==> src/rtl/simon_pkg.sv <==
// Shared types, default constants and the Galois LFSR step function for the
// Simon sequence generator.
package simon_pkg;

    typedef enum logic [1:0] {
        IDLE  = 2'd0,
        ARMED = 2'd1,
        PLAY  = 2'd2,
        DONE  = 2'd3
    } simon_state_e;

    localparam int          SIMON_LFSR_W = 16;
    localparam int          SIMON_SYM_W  = 2;
    localparam logic [15:0] SIMON_TAPS   = 16'hB400;

    // Widest LFSR the step function handles; callers zero-extend into it.
    localparam int          SIMON_MAX_W  = 64;

    function automatic logic [SIMON_MAX_W-1:0] lfsr_next(
        input logic [SIMON_MAX_W-1:0] state,
        input logic [SIMON_MAX_W-1:0] taps
    );
        lfsr_next = state[0] ? ((state >> 1) ^ taps) : (state >> 1);
    endfunction

endpackage

==> src/rtl/simon_lfsr.sv <==
// Parametrised right-shifting Galois LFSR; load has priority over step and
// only the low SYM_W bits are exposed as the candidate symbol.
module simon_lfsr
    import simon_pkg::*;
#(
    parameter int             W     = SIMON_LFSR_W,
    parameter int             SYM_W = SIMON_SYM_W,
    parameter logic [W-1:0]   TAPS  = W'(SIMON_TAPS)
) (
    input  logic             clock,
    input  logic             reset_n,
    input  logic             load,
    input  logic [W-1:0]     load_val,
    input  logic             step,
    output logic [SYM_W-1:0] sym
);

    logic [W-1:0] state_q;
    logic [W-1:0] state_d;

    always_comb begin
        state_d = state_q;
        if (load) begin
            state_d = load_val;
        end else if (step) begin
            state_d = W'(lfsr_next(64'(state_q), 64'(TAPS)));
        end
    end

    always_ff @(posedge clock or negedge reset_n) begin
        if (!reset_n) begin
            state_q <= '0;
        end else begin
            state_q <= state_d;
        end
    end

    assign sym = state_q[SYM_W-1:0];

endmodule

==> src/rtl/simon_sequence_generator.sv <==
// Simon colour-sequence generator: seeds an LFSR from a free-running counter
// and replays a growing round as a valid/ready symbol stream.
// Optional build macro SIMON_SEQ_NO_REPEAT_EN suppresses immediate repeats.
//
// state | meaning
// IDLE  | after reset, no seed captured yet
// ARMED | seed and round length set, waiting for replay
// PLAY  | streaming symbols 0..round_len-1
// DONE  | round fully accepted, waiting for replay or next_round
module simon_sequence_generator
    import simon_pkg::*;
#(
    parameter int                LFSR_W  = SIMON_LFSR_W,
    parameter int                SYM_W   = SIMON_SYM_W,
    parameter logic [LFSR_W-1:0] TAPS    = LFSR_W'(SIMON_TAPS),
    parameter int                MAX_LEN = 32,
    localparam int               IDX_W   = $clog2(MAX_LEN + 1)
) (
    input  logic             clock,
    input  logic             reset_n,
    input  logic             start,
    input  logic             replay,
    input  logic             next_round,
    input  logic             sym_ready,
    output logic             sym_valid,
    output logic [SYM_W-1:0] sym_data,
    output logic [IDX_W-1:0] sym_index,
    output logic [IDX_W-1:0] round_len,
    output logic             seq_done,
    output logic             max_reached
);

    simon_state_e      state_q, state_d;
    logic [LFSR_W-1:0] free_cnt_q, free_cnt_d;
    logic [LFSR_W-1:0] seed_q, seed_d;
    logic [IDX_W-1:0]  round_len_q, round_len_d;
    logic [IDX_W-1:0]  idx_q, idx_d;
    logic              max_q, max_d;

    logic              lfsr_load;
    logic [LFSR_W-1:0] lfsr_load_val;
    logic              lfsr_step;
    logic [SYM_W-1:0]  lfsr_sym;
    logic [SYM_W-1:0]  sym_emit;
    logic [LFSR_W-1:0] start_seed;
    logic              accept;
    logic              last;

`ifdef SIMON_SEQ_NO_REPEAT_EN
    logic [SYM_W-1:0]  prev_q, prev_d;
    logic              prev_vld_q, prev_vld_d;
`endif

    simon_lfsr #(
        .W     (LFSR_W),
        .SYM_W (SYM_W),
        .TAPS  (TAPS)
    ) u_lfsr (
        .clock    (clock),
        .reset_n  (reset_n),
        .load     (lfsr_load),
        .load_val (lfsr_load_val),
        .step     (lfsr_step),
        .sym      (lfsr_sym)
    );

    // An all-zero seed would lock the LFSR, so a zero count seeds with 1.
    assign start_seed = (free_cnt_q == '0) ? LFSR_W'(1) : free_cnt_q;
    assign accept     = (state_q == PLAY) && sym_ready;
    assign last       = (idx_q == round_len_q - IDX_W'(1));

    always_comb begin
        sym_emit = lfsr_sym;
`ifdef SIMON_SEQ_NO_REPEAT_EN
        if (prev_vld_q && (lfsr_sym == prev_q)) begin
            sym_emit = lfsr_sym + SYM_W'(1);
        end
`endif
    end

    always_ff @(posedge clock or negedge reset_n) begin
        if (!reset_n) begin
            state_q     <= IDLE;
            free_cnt_q  <= '0;
            seed_q      <= '0;
            round_len_q <= '0;
            idx_q       <= '0;
            max_q       <= 1'b0;
`ifdef SIMON_SEQ_NO_REPEAT_EN
            prev_q      <= '0;
            prev_vld_q  <= 1'b0;
`endif
        end else begin
            state_q     <= state_d;
            free_cnt_q  <= free_cnt_d;
            seed_q      <= seed_d;
            round_len_q <= round_len_d;
            idx_q       <= idx_d;
            max_q       <= max_d;
`ifdef SIMON_SEQ_NO_REPEAT_EN
            prev_q      <= prev_d;
            prev_vld_q  <= prev_vld_d;
`endif
        end
    end

    always_comb begin
        state_d       = state_q;
        free_cnt_d    = free_cnt_q + LFSR_W'(1);
        seed_d        = seed_q;
        round_len_d   = round_len_q;
        idx_d         = idx_q;
        max_d         = max_q;
        lfsr_load     = 1'b0;
        lfsr_load_val = seed_q;
        lfsr_step     = 1'b0;
`ifdef SIMON_SEQ_NO_REPEAT_EN
        prev_d        = prev_q;
        prev_vld_d    = prev_vld_q;
`endif
        if (start) begin
            seed_d        = start_seed;
            lfsr_load     = 1'b1;
            lfsr_load_val = start_seed;
            round_len_d   = IDX_W'(1);
            idx_d         = '0;
            max_d         = 1'b0;
            state_d       = ARMED;
`ifdef SIMON_SEQ_NO_REPEAT_EN
            prev_vld_d    = 1'b0;
`endif
        end else begin
            case (state_q)
                ARMED, DONE: begin
                    if (replay) begin
                        lfsr_load = 1'b1;
                        idx_d     = '0;
                        state_d   = PLAY;
`ifdef SIMON_SEQ_NO_REPEAT_EN
                        prev_vld_d = 1'b0;
`endif
                    end else if (next_round && (state_q == DONE)) begin
                        if (round_len_q < IDX_W'(MAX_LEN)) begin
                            round_len_d = round_len_q + IDX_W'(1);
                            state_d     = ARMED;
                        end else begin
                            max_d = 1'b1;
                        end
                    end
                end
                PLAY: begin
                    if (accept) begin
                        lfsr_step = 1'b1;
`ifdef SIMON_SEQ_NO_REPEAT_EN
                        prev_d     = sym_emit;
                        prev_vld_d = 1'b1;
`endif
                        if (last) begin
                            state_d = DONE;
                        end else begin
                            idx_d = idx_q + IDX_W'(1);
                        end
                    end
                end
                default: ;
            endcase
        end
    end

    always_comb begin
        sym_valid   = (state_q == PLAY);
        sym_data    = sym_valid ? sym_emit : '0;
        sym_index   = idx_q;
        round_len   = round_len_q;
        max_reached = max_q;
        // A start that aborts the stream must not report completion.
        seq_done    = accept && last && !start;
    end

endmodule

==> config.mk <==
export PLATFORM = sky130hd
export DESIGN_NAME = simon_sequence_generator
export DESIGN_NICKNAME = d
export VERILOG_FILES = /design/src/rtl/simon_pkg.sv /design/src/rtl/simon_lfsr.sv /design/src/rtl/simon_sequence_generator.sv
export SDC_FILE = /design/constraint.sdc
export NUM_CORES = 1
export LEC_CHECK = 0
export ABC_AREA = 0
export BUFFER_PORTS_ARGS = -buffer_cell sky130_fd_sc_hd__buf_2
export CELL_PAD_IN_SITES_DETAIL_PLACEMENT = 2
export CELL_PAD_IN_SITES_GLOBAL_PLACEMENT = 2
export CORE_UTILIZATION = 39
export CTS_CLUSTER_DIAMETER = 150
export DETAILED_ROUTE_END_ITERATION = 7
export GPL_TIMING_DRIVEN = 0
export MAX_ROUTING_LAYER = met4
export PLACE_DENSITY = 0.87
export SYNTH_ARGS = -nofsm -noshare
export SYNTH_HDL_FRONTEND = slang
export SYNTH_SLANG_ARGS = --single-unit
==> constraint.sdc <==
create_clock -name clock -period 2.65 [get_ports clock]
set_input_delay 0.53 -clock clock [delete_from_list [all_inputs] [get_ports clock]]
set_output_delay 0.53 -clock clock [all_outputs]
set_load 0.005 [all_outputs]
## Word-level counts from Yosys, hierarchy flattened

Index checks and enable logic that the tools add are counted.

| operators by class | value |
|---|---|
| $add $sub $neg | 4 |
| $mul | 0 |
| divide/modulo/power cells | 0 |
| order comparisons | 1 |
| equal/unequal tests | 12 |
| shifts and indexed selects | 0 |
| muxes and demuxes | 34 |
| bitwise operators | 1 |
| reduce and logical (&&, ||, !) cells | 16 |

Operators with widths:

| cell | number |
|---|---|
| $mux W16 | 5 |
| $mux W6 | 9 |
| $add A16 B1 Y16 const B | 1 |
| $logic_not A16 Y1 | 1 |
| $mux W2 | 7 |
| $add A6 B1 Y6 const B | 2 |
| $pmux W6 S2 | 1 |
| $reduce_and A4 Y1 | 3 |
| $mux W1 | 11 |
| $ne A4 B4 Y1 const B | 2 |
| $reduce_bool A2 Y1 | 4 |
| $eq A6 B6 Y1 | 1 |
| $lt A6 B6 Y1 const B | 1 |
| $ne A3 B2 Y1 const B | 2 |
| $ne A3 B3 Y1 const B | 2 |
| $sub A6 B1 Y6 const B | 1 |
| $reduce_and A5 Y1 | 1 |
| $eq A2 B2 Y1 const B | 2 |
| $logic_and A1 B1 Y1 | 4 |
| $ne A2 B2 Y1 const B | 2 |
| $not A3 Y4 | 1 |
| $pmux W2 S2 | 1 |
| $reduce_bool A3 Y1 | 1 |
| $eq A2 B1 Y1 const B | 1 |
| 2 further kinds | 2 |

| word-level totals | value |
|---|---|
| flip-flop bits (word level) | 63 |
| latch bits | 0 |
| RAM bits | 0 |
| ROM bits | 0 |
| bits of input ports | 6 |
| output and inout bits | 17 |
| word-level logic and storage cells | 75 |
| memories | 0 |

## Longest topological paths before layout

Gate-level depths: netlist of the first run.

| depth | value |
|---|---|
| depth in word-level cells | 7 |
| depth in mapped cells | 9 |
| gate-level depth less buffers | 8 |

## Cells and area by module

From an unflattened synthesis of the first run, not the netlist that was laid out.

| second synthesis, totals | value |
|---|---|
| cell total of the unflattened synthesis | 281 |
| area, all modules | 3,074.2 µm² |

By module, submodules not included:

| module | times used | cells an instance | area an instance (µm²) | sequential area each (µm²) |
|---|---|---|---|---|
| simon_sequence_generator | 1 | 205 | 2,264.7 | 1,176.1 |
| simon_lfsr | 1 | 76 | 809.5 | 400.4 |

## Worst setup path after synthesis of the first run

Ideal clock, no wire load.

| timing | value |
|---|---|
| path kind | input-to-output |
| from | input start |
| to | output seq_done |
| arrival time | 1.650 ns |
| required time | 2.120 ns |
| setup slack | 0.470 ns |
| stages | 7 |
| buffers on the path | 3 |
| cell sequence | clkbuf_1 inv_1 and2_1 clkbuf_1 nand2_1 buf_2 nor4_1 |

| between the ends | value |
|---|---|
| longest elaborated chain between the ends | 2 |

Ends and longest elaborated chain:

| item | line | text |
|---|---|---|
| start, declared | simon_sequence_generator.sv:21 | `input logic start,` |
| $logic_not A1 Y1 | simon_sequence_generator.sv:177 | `seq_done = accept && last && !start;` |
| $logic_and A1 B1 Y1 | simon_sequence_generator.sv:177 |  |
| end, declared | simon_sequence_generator.sv:29 | `output logic seq_done,` |

Every way passes these cells.

## Worst setup path in the final report of the first run

| timing | value |
|---|---|
| from | register round_len_q[1] (netlist: round_len[1]) |
| to | output seq_done |

| between the ends | value |
|---|---|
| longest elaborated chain between the ends | 4 |

Ends and longest elaborated chain:

| item | line | text |
|---|---|---|
| start, declared | simon_sequence_generator.sv:36 | `logic [IDX_W-1:0] round_len_q, round_len_d;` |
| start signal, assigned | simon_sequence_generator.sv:97 | `round_len_q <= round_len_d;` |
| $sub A6 B1 Y6 | simon_sequence_generator.sv:70 | `assign last = (idx_q == round_len_q - IDX_W'(1));` |
| $eq A6 B6 Y1 | simon_sequence_generator.sv:70 |  |
| $logic_and A1 B1 Y1 (2 in a row) | simon_sequence_generator.sv:177 |  |

Every way passes these cells.

==> impl_metrics.py, run 1 <==
metrics = {
    "run_status": {
        "status": "finished, final reports clean",
    },
    "pwr": {
        "cellPowerDensity_nw_per_um2": 593,
        "swShare_pct": 25.4,
        "power_leakage_nw": 1.61,
        "clockPowerShare_pct": 43.5,
        "ir_drop_mv": 0.248,
        "p_switching_w": 0.000518,
        "combinationalPowerShare_pct": 7.6,
        "p_int_w": 0.00153,
        "seqPwrFrac_pct": 49.0,
    },
    "clocking": {
        "cts_hold_buf": 0,
        "insertion_delay_ns": 0.35,
        "clk_pin_slew_worst_paths_ns": 0.07,
        "cts_max_path_buffers": 2,
        "cts_made_buffers": 9,
        "cts_root_buf": "clkbuf_8",
        "cts_tree": "done",
        "clkSinkCount": 63,
        "cts_max_level": 3,
    },
    "cells_and_area": {
        "stdcell_count": 416,
        "antenna_cells": 0,
        "drive_above_1_share_pct": 22.7,
        "postLayoutCoreUtil_pct": 47.3,
        "fin_nets": 323,
        "design_area_sq_um": 3450,
        "syn_to_final_growth_pct": 16.2,
    },
    "timing": {
        "drv_slew": 0,
        "hold_violations": 0,
        "worst_slew_pin_slew_ns": 0.862,
        "post-route-period-util_pct": 95.0,
        "timing.slew.headroom_pct": 42.5,
        "setup_viol": 0,
        "fmax_mhz": 397,
        "finClkSkew_ns": 0.00657,
        "whs_ns": 0.257,
        "period_needed_ns": 2.52,
        "tns_ns": 0,
        "rsz0062_at_grt": "no",
    },
    "grt": {
        "grt_pass1_vias": 2471,
        "antenna_found_initial": 0,
        "overflow": 0,
        "grt_start_max_net_pins": 64,
        "grt_usage_pct": 24.6,
        "grt_pass1_wl_mm": 13.6,
    },
    "critical_path": {
        "crit_family": "compound AO/OA/AOI/OAI gates",
        "slowest_delay_ns": 0.44,
        "crit_fanout": 7,
        "arrival_ns": 1.99,
        "r2r_end": "sym_index[5]",
        "path_class": "flop to output pin",
        "cp_cell_sequence": "inv_2, ha_4, o21ba_2, a221oi_2, a41oi_2, nor4_1, buf_2",
        "timing.rr.start": "round_len[1]",
        "r2r_cells": 10,
        "r2r_setup_slack_ns": 0.46,
        "crit_buf_inv": 2,
        "end_kind": "output pin",
        "cp.depth": 7,
        "cp_slowest_cell": "dfrtp_2",
        "critPathRequiredTime_ns": 2.12,
        "critPathLaunchType": "flop",
    },
    "place": {
        "dpl.hpwl_mm": 5.80,
        "io_buffer_count": 21,
        "dpl_cell_area_sq_um": 3200,
        "dp_cells": 398,
        "gp_congestion": 0.764,
    },
    "logic_synthesis": {
        "synth_cell_types": 41,
        "syn_nets": 289,
        "synth_ff_type": "dfrtp_1",
        "yosys.area.top_type": "dfrtp_1",
        "ys_seq_elements": 63,
        "avgSynthCellArea_sq_um": 10.7,
        "synth_edf_count": 0,
        "ys_warn_count": 0,
        "syn_inst": 278,
        "async_reset_ff_share_pct": 100,
        "yosys-top-cells-area": "dfrtp_1 (53%), mux2_2 (5.7%), xnor2_1 (5.0%)",
        "syn_area_sq_um": 2970,
        "seq_area_frac_synth_pct": 53.2,
        "synth_top_area_share_pct": 53.2,
    },
    "route": {
        "drc": 0,
        "drt.antenna.violating_nets": 0,
        "drt_wl_total_mm": 8.59,
        "vias": 2267,
        "dr.pass1.iters": 4,
        "drt_iter0_drc": 63,
        "viasPerCell": 5.45,
        "wl_per_cell_um": 20.7,
    },
    "job": {
        "drv_cap": 0,
    },
    "floorplan": {
        "core_sq_um": 7290,
        "dieArea_sq_um": 7960,
        "std_cell_rows": 31,
        "die_y_um": 89.2,
        "dieWidth_um": 89.2,
        "ioPinCount": 23,
        "start_util_pct": 40.7,
    },
    "hold_path": {
        "hold_path.class": "input pin to asynchronous set/reset pin",
    },
}
## layout by cell type (no fill, tap or decap), types with 2 or more instances in the layout
cell type,instances
mux2_2,15
ha_1,4
buf_2,23
nor2b_1,3
nand3_1,14
a22oi_1,5
nor3_1,4
clkbuf_2,2
and3_1,6
and2_1,4
a41oi_1,2
nor3b_1,2
clkbuf_1,9
a22o_1,2
a21oi_1,7
o211ai_1,3
nand4_1,3
clkinvlp_4,2
buf_4,4
o21ai_0,4
dfrtp_1,61
a221o_1,2
or4_1,3
clkbuf_8,11
nor4_1,4
nor2_1,21
xor2_1,12
xnor2_1,17
dfrtp_2,2
a31oi_1,7
inv_1,6
nand2_1,35
## final cells by class
cell class	instances	area, sq um
buffer	14	66.3
clock buffer	12	155
clock inverter	4	53.8
fill	787	3840
inverter	7	26.3
multi-input combinational	193	1310
sequential	63	1580
tap	99	124
timing repair buffer	24	130
## synth_stat cells (all sizes together) (2+ instances only)
cell	n
a21oi	7
a221o	2
a22o	2
a22oi	5
a31oi	7
a41oi	3
and2	5
and3	6
buf	4
clkbuf	11
dfrtp	63
ha	5
inv	7
mux2	15
nand2	35
nand3	14
nand4	3
nor2	21
nor2b	4
nor3	5
nor3b	2
nor4	4
o211ai	3
o21ai	4
or4	3
xnor2	17
xor2	12
## kinds of logic after synthesis
group	share of synthesized area [%]
DFF	53.2
adders and majority gates	2.11
and+or+nand+nor	16.8
xor gates and xnor gates	8.57
AOI/OAI and AO/OA	10.1
buffers and inverters	3.25
muxes	6.03
## state kept, by name (all words and copies together), names as in the netlist
| name | flops |
|---|---|
| seed_q | 16 |
| u_lfsr.state_q | 16 |
| round_len | 6 |
| free_cnt_q | 16 |
| sym_index | 6 |
| max_reached | 1 |
| state_q | 2 |
## metal layers
| metal | track usage, % | up-vias | share of wire (%) |
|---|---|---|---|
| met3 | 3.79 | 10 | 1.7 |
| met4 | 9.81 | 0 | 1.6 |
| met2 | 40.4 | 30 | 52 |
| li1 | - | 1034 | - |
| met1 | 30.5 | 1193 | 45 |
| met5 | - | - | 0 |
## power by group through the flow
stage | sequential [W] | combinational [W] | clock (W)
after global placement | 0.00102 | 0.000137 | 0
after CTS | 0.00100 | 0.000153 | 0.000915
after floorplan | 0.00101 | 0.0000895 | 0
after global routing | 0.00100 | 0.000170 | 0.000946
after detailed placement | 0.00102 | 0.000146 | 0
final | 0.00100 | 0.000155 | 0.000889
## how the worst max path moves through the flow
stage                 startpoint        to
global route        round_len[1]  seq_done
floorplan                  start  seq_done
finish              round_len[1]  seq_done
detailed placement         start  seq_done
global placement           start  seq_done
CTS                   state_q[0]  seq_done
## per-stage QoR
| stage | power, W | setup WS (ns) |
|---|---|---|
| after floorplan | 0.00110 | 0.470 |
| after global placement | 0.00115 | -0.0515 |
| after detailed placement | 0.00116 | -0.00785 |
| after CTS | 0.00207 | 0.0160 |
| after global routing | 0.00212 | 0.0195 |
| final | 0.00204 | 0.132 |
## timing repair
action | 4_1_cts | 5_1_grt
cloned | 0 | 0
buffers inserted | 1 | 2
pin swaps | 0 | 2
gates resized for setup | 3 | 5
endpoints found under the setup margin | 1 | 1
Note: power is estimated with default switching activity, not from simulation.
==> run 2, diff against run 1 <==
GPL_TIMING_DRIVEN = 1   (was 0)
==> impl_metrics.py, run 2 (synthesis gave the netlist of run 1 again) <==
metrics = {
    "cells_and_area": {
        "drive_above_1_share_pct": 22.8,
        "antenna_cells": 0,
        "layout_common_cells": "dfrtp_1 (62), nand2_1 (35), buf_2 (22), nor2_1 (21), xnor2_1 (17)",
        "design_area_sq_um": 3430,
        "final_common_cell": "dfrtp_1",
        "syn_to_final_growth_pct": 15.6,
        "fin_nets": 317,
        "postLayoutCoreUtil_pct": 47.0,
        "reg.largest.list": "free_cnt_q (16), seed_q (16), u_lfsr.state_q (16)",
    },
    "clocking": {
        "cts_hold_buf": 0,
        "cts_tree": "done",
        "clkSinkCount": 63,
        "cts_root_buf": "clkbuf_8",
        "cts_max_path_buffers": 2,
        "cts_max_level": 3,
        "clk_pin_slew_worst_paths_ns": 0.08,
        "cts_made_buffers": 9,
        "insertion_delay_ns": 0.36,
    },
    "pwr": {
        "cellPowerDensity_nw_per_um2": 615,
        "ir_drop_mv": 0.217,
        "power_leakage_nw": 1.62,
    },
    "grt": {
        "grt_pass1_vias": 2472,
        "use_met3_pct": 6.09,
        "use_met1_pct": 32.4,
        "grtUsageMet2_pct": 39.6,
        "grt_usage_pct": 25.7,
        "antenna_found_initial": 0,
        "grt_pass1_wl_mm": 14.1,
        "grt_start_max_net_pins": 27,
        "grt-busiest-layer": "met2",
        "overflow": 0,
    },
    "timing": {
        "tns_ns": 0,
        "finClkSkew_ns": 0.0103,
        "rsz0062_at_grt": "no",
        "timing.slew.headroom_pct": 59.9,
        "whs_ns": 0.157,
        "post-route-period-util_pct": 95.4,
        "drv_slew": 0,
        "finalWorstSetupSlack_ns": 0.123,
        "fmax_mhz": 396,
        "period_needed_ns": 2.53,
        "worst_slew_pin_slew_ns": 0.601,
        "hold_violations": 0,
        "setup_viol": 0,
    },
    "place": {
        "dpl_cell_area_sq_um": 3190,
        "gp_congestion": 0.798,
        "dpl.hpwl_mm": 5.73,
        "io_buffer_count": 22,
        "pre_cts_slack_ns": 0.353,
    },
    "route": {
        "viasPerCell": 5.53,
        "drc": 0,
        "dr.pass1.iters": 4,
        "wl_per_cell_um": 22.2,
        "drt.antenna.violating_nets": 0,
        "vias": 2268,
        "drt_iter0_drc": 87,
        "drt_wl_total_mm": 9.09,
    },
    "critical_path": {
        "critPathRequiredTime_ns": 2.12,
        "crit_family": "compound AO/OA/AOI/OAI gates",
        "cp_cell_sequence": "inv_1, ha_1, o21ba_2, a221oi_2, a41oi_2, nor4_1, buf_2",
        "slowest_delay_ns": 0.41,
        "arrival_ns": 2.00,
        "critPathLaunchType": "flop",
        "crit_buf_inv": 2,
        "path_class": "flop to output pin",
        "end_kind": "output pin",
        "crit_fanout": 5,
        "cp_slowest_cell": "dfrtp_2",
    },
    "floorplan": {
        "core_sq_um": 7290,
        "dieWidth_um": 89.2,
        "start_util_pct": 40.7,
        "dieArea_sq_um": 7960,
        "ioPinCount": 23,
        "std_cell_rows": 31,
        "die_y_um": 89.2,
    },
    "job": {
        "drv_cap": 0,
    },
    "run_status": {
        "status": "finished, final reports clean",
    },
    "hold_path": {
        "hold_path.class": "input pin to asynchronous set/reset pin",
    },
}
-- run 2: worst paths after layout --
check	start	end	slack [ns]	depth (start not counted)
worst max register to register	round_len[1]	sym_index[5]	0.42	9
worst min-delay path	reset_n	free_cnt_q[6]	0.16	1
worst min register to register	seed_q[3]	seed_q[3]	0.51	1
worst max-delay path	round_len[1]	seq_done	0.12	7
min in group clock	sym_ready	state_q[0]	0.49	2
max in group asynchronous	reset_n	seed_q[0]	1.75	2
-- run 2: power breakdown --
| group | switching, W | internal [W] | total, W | leakage (nW) |
|---|---|---|---|---|
| Sequential | 0.0000183 | 0.000983 | 0.00100 | 0.818 |
| Clock | 0.000429 | 0.000530 | 0.000959 | 0.105 |
| Combinational | 0.0000955 | 0.0000528 | 0.000148 | 0.692 |
-- run 2: cell type report --
| cell class | count | area [sq um] |
|---|---|---|
| repair buffers | 32 | 185 |
| clock buffers | 9 | 124 |
| inverters | 7 | 26.3 |
| fillers | 777 | 3860 |
| well taps | 99 | 124 |
| multi-input cells | 193 | 1290 |
| clock inverters | 7 | 97.6 |
| flip-flops and latches | 63 | 1580 |
-- run 2: metrics by stage --
step / instances / total power [W]
after detailed placement: 392 / 0.00116
final: 410 / 0.00211
after global placement: 392 / 0.00115
after global routing: 410 / 0.00217
after floorplan: 278 / 0.00110
after CTS: 408 / 0.00212
-- run 2: layer usage --
metal	wire length, um	part of all wire, %
met5	0	0
met4	225	2.5
met1	4120	45
met2	4550	50
met3	197	2.2
-- run 2: repair_timing --
item | 4_1_cts | 5_1_grt
setup buffers | 0 | 2
endpoints found under the setup margin | 1 | 1
resized for setup | 1 | 0
pin swaps | 0 | 1
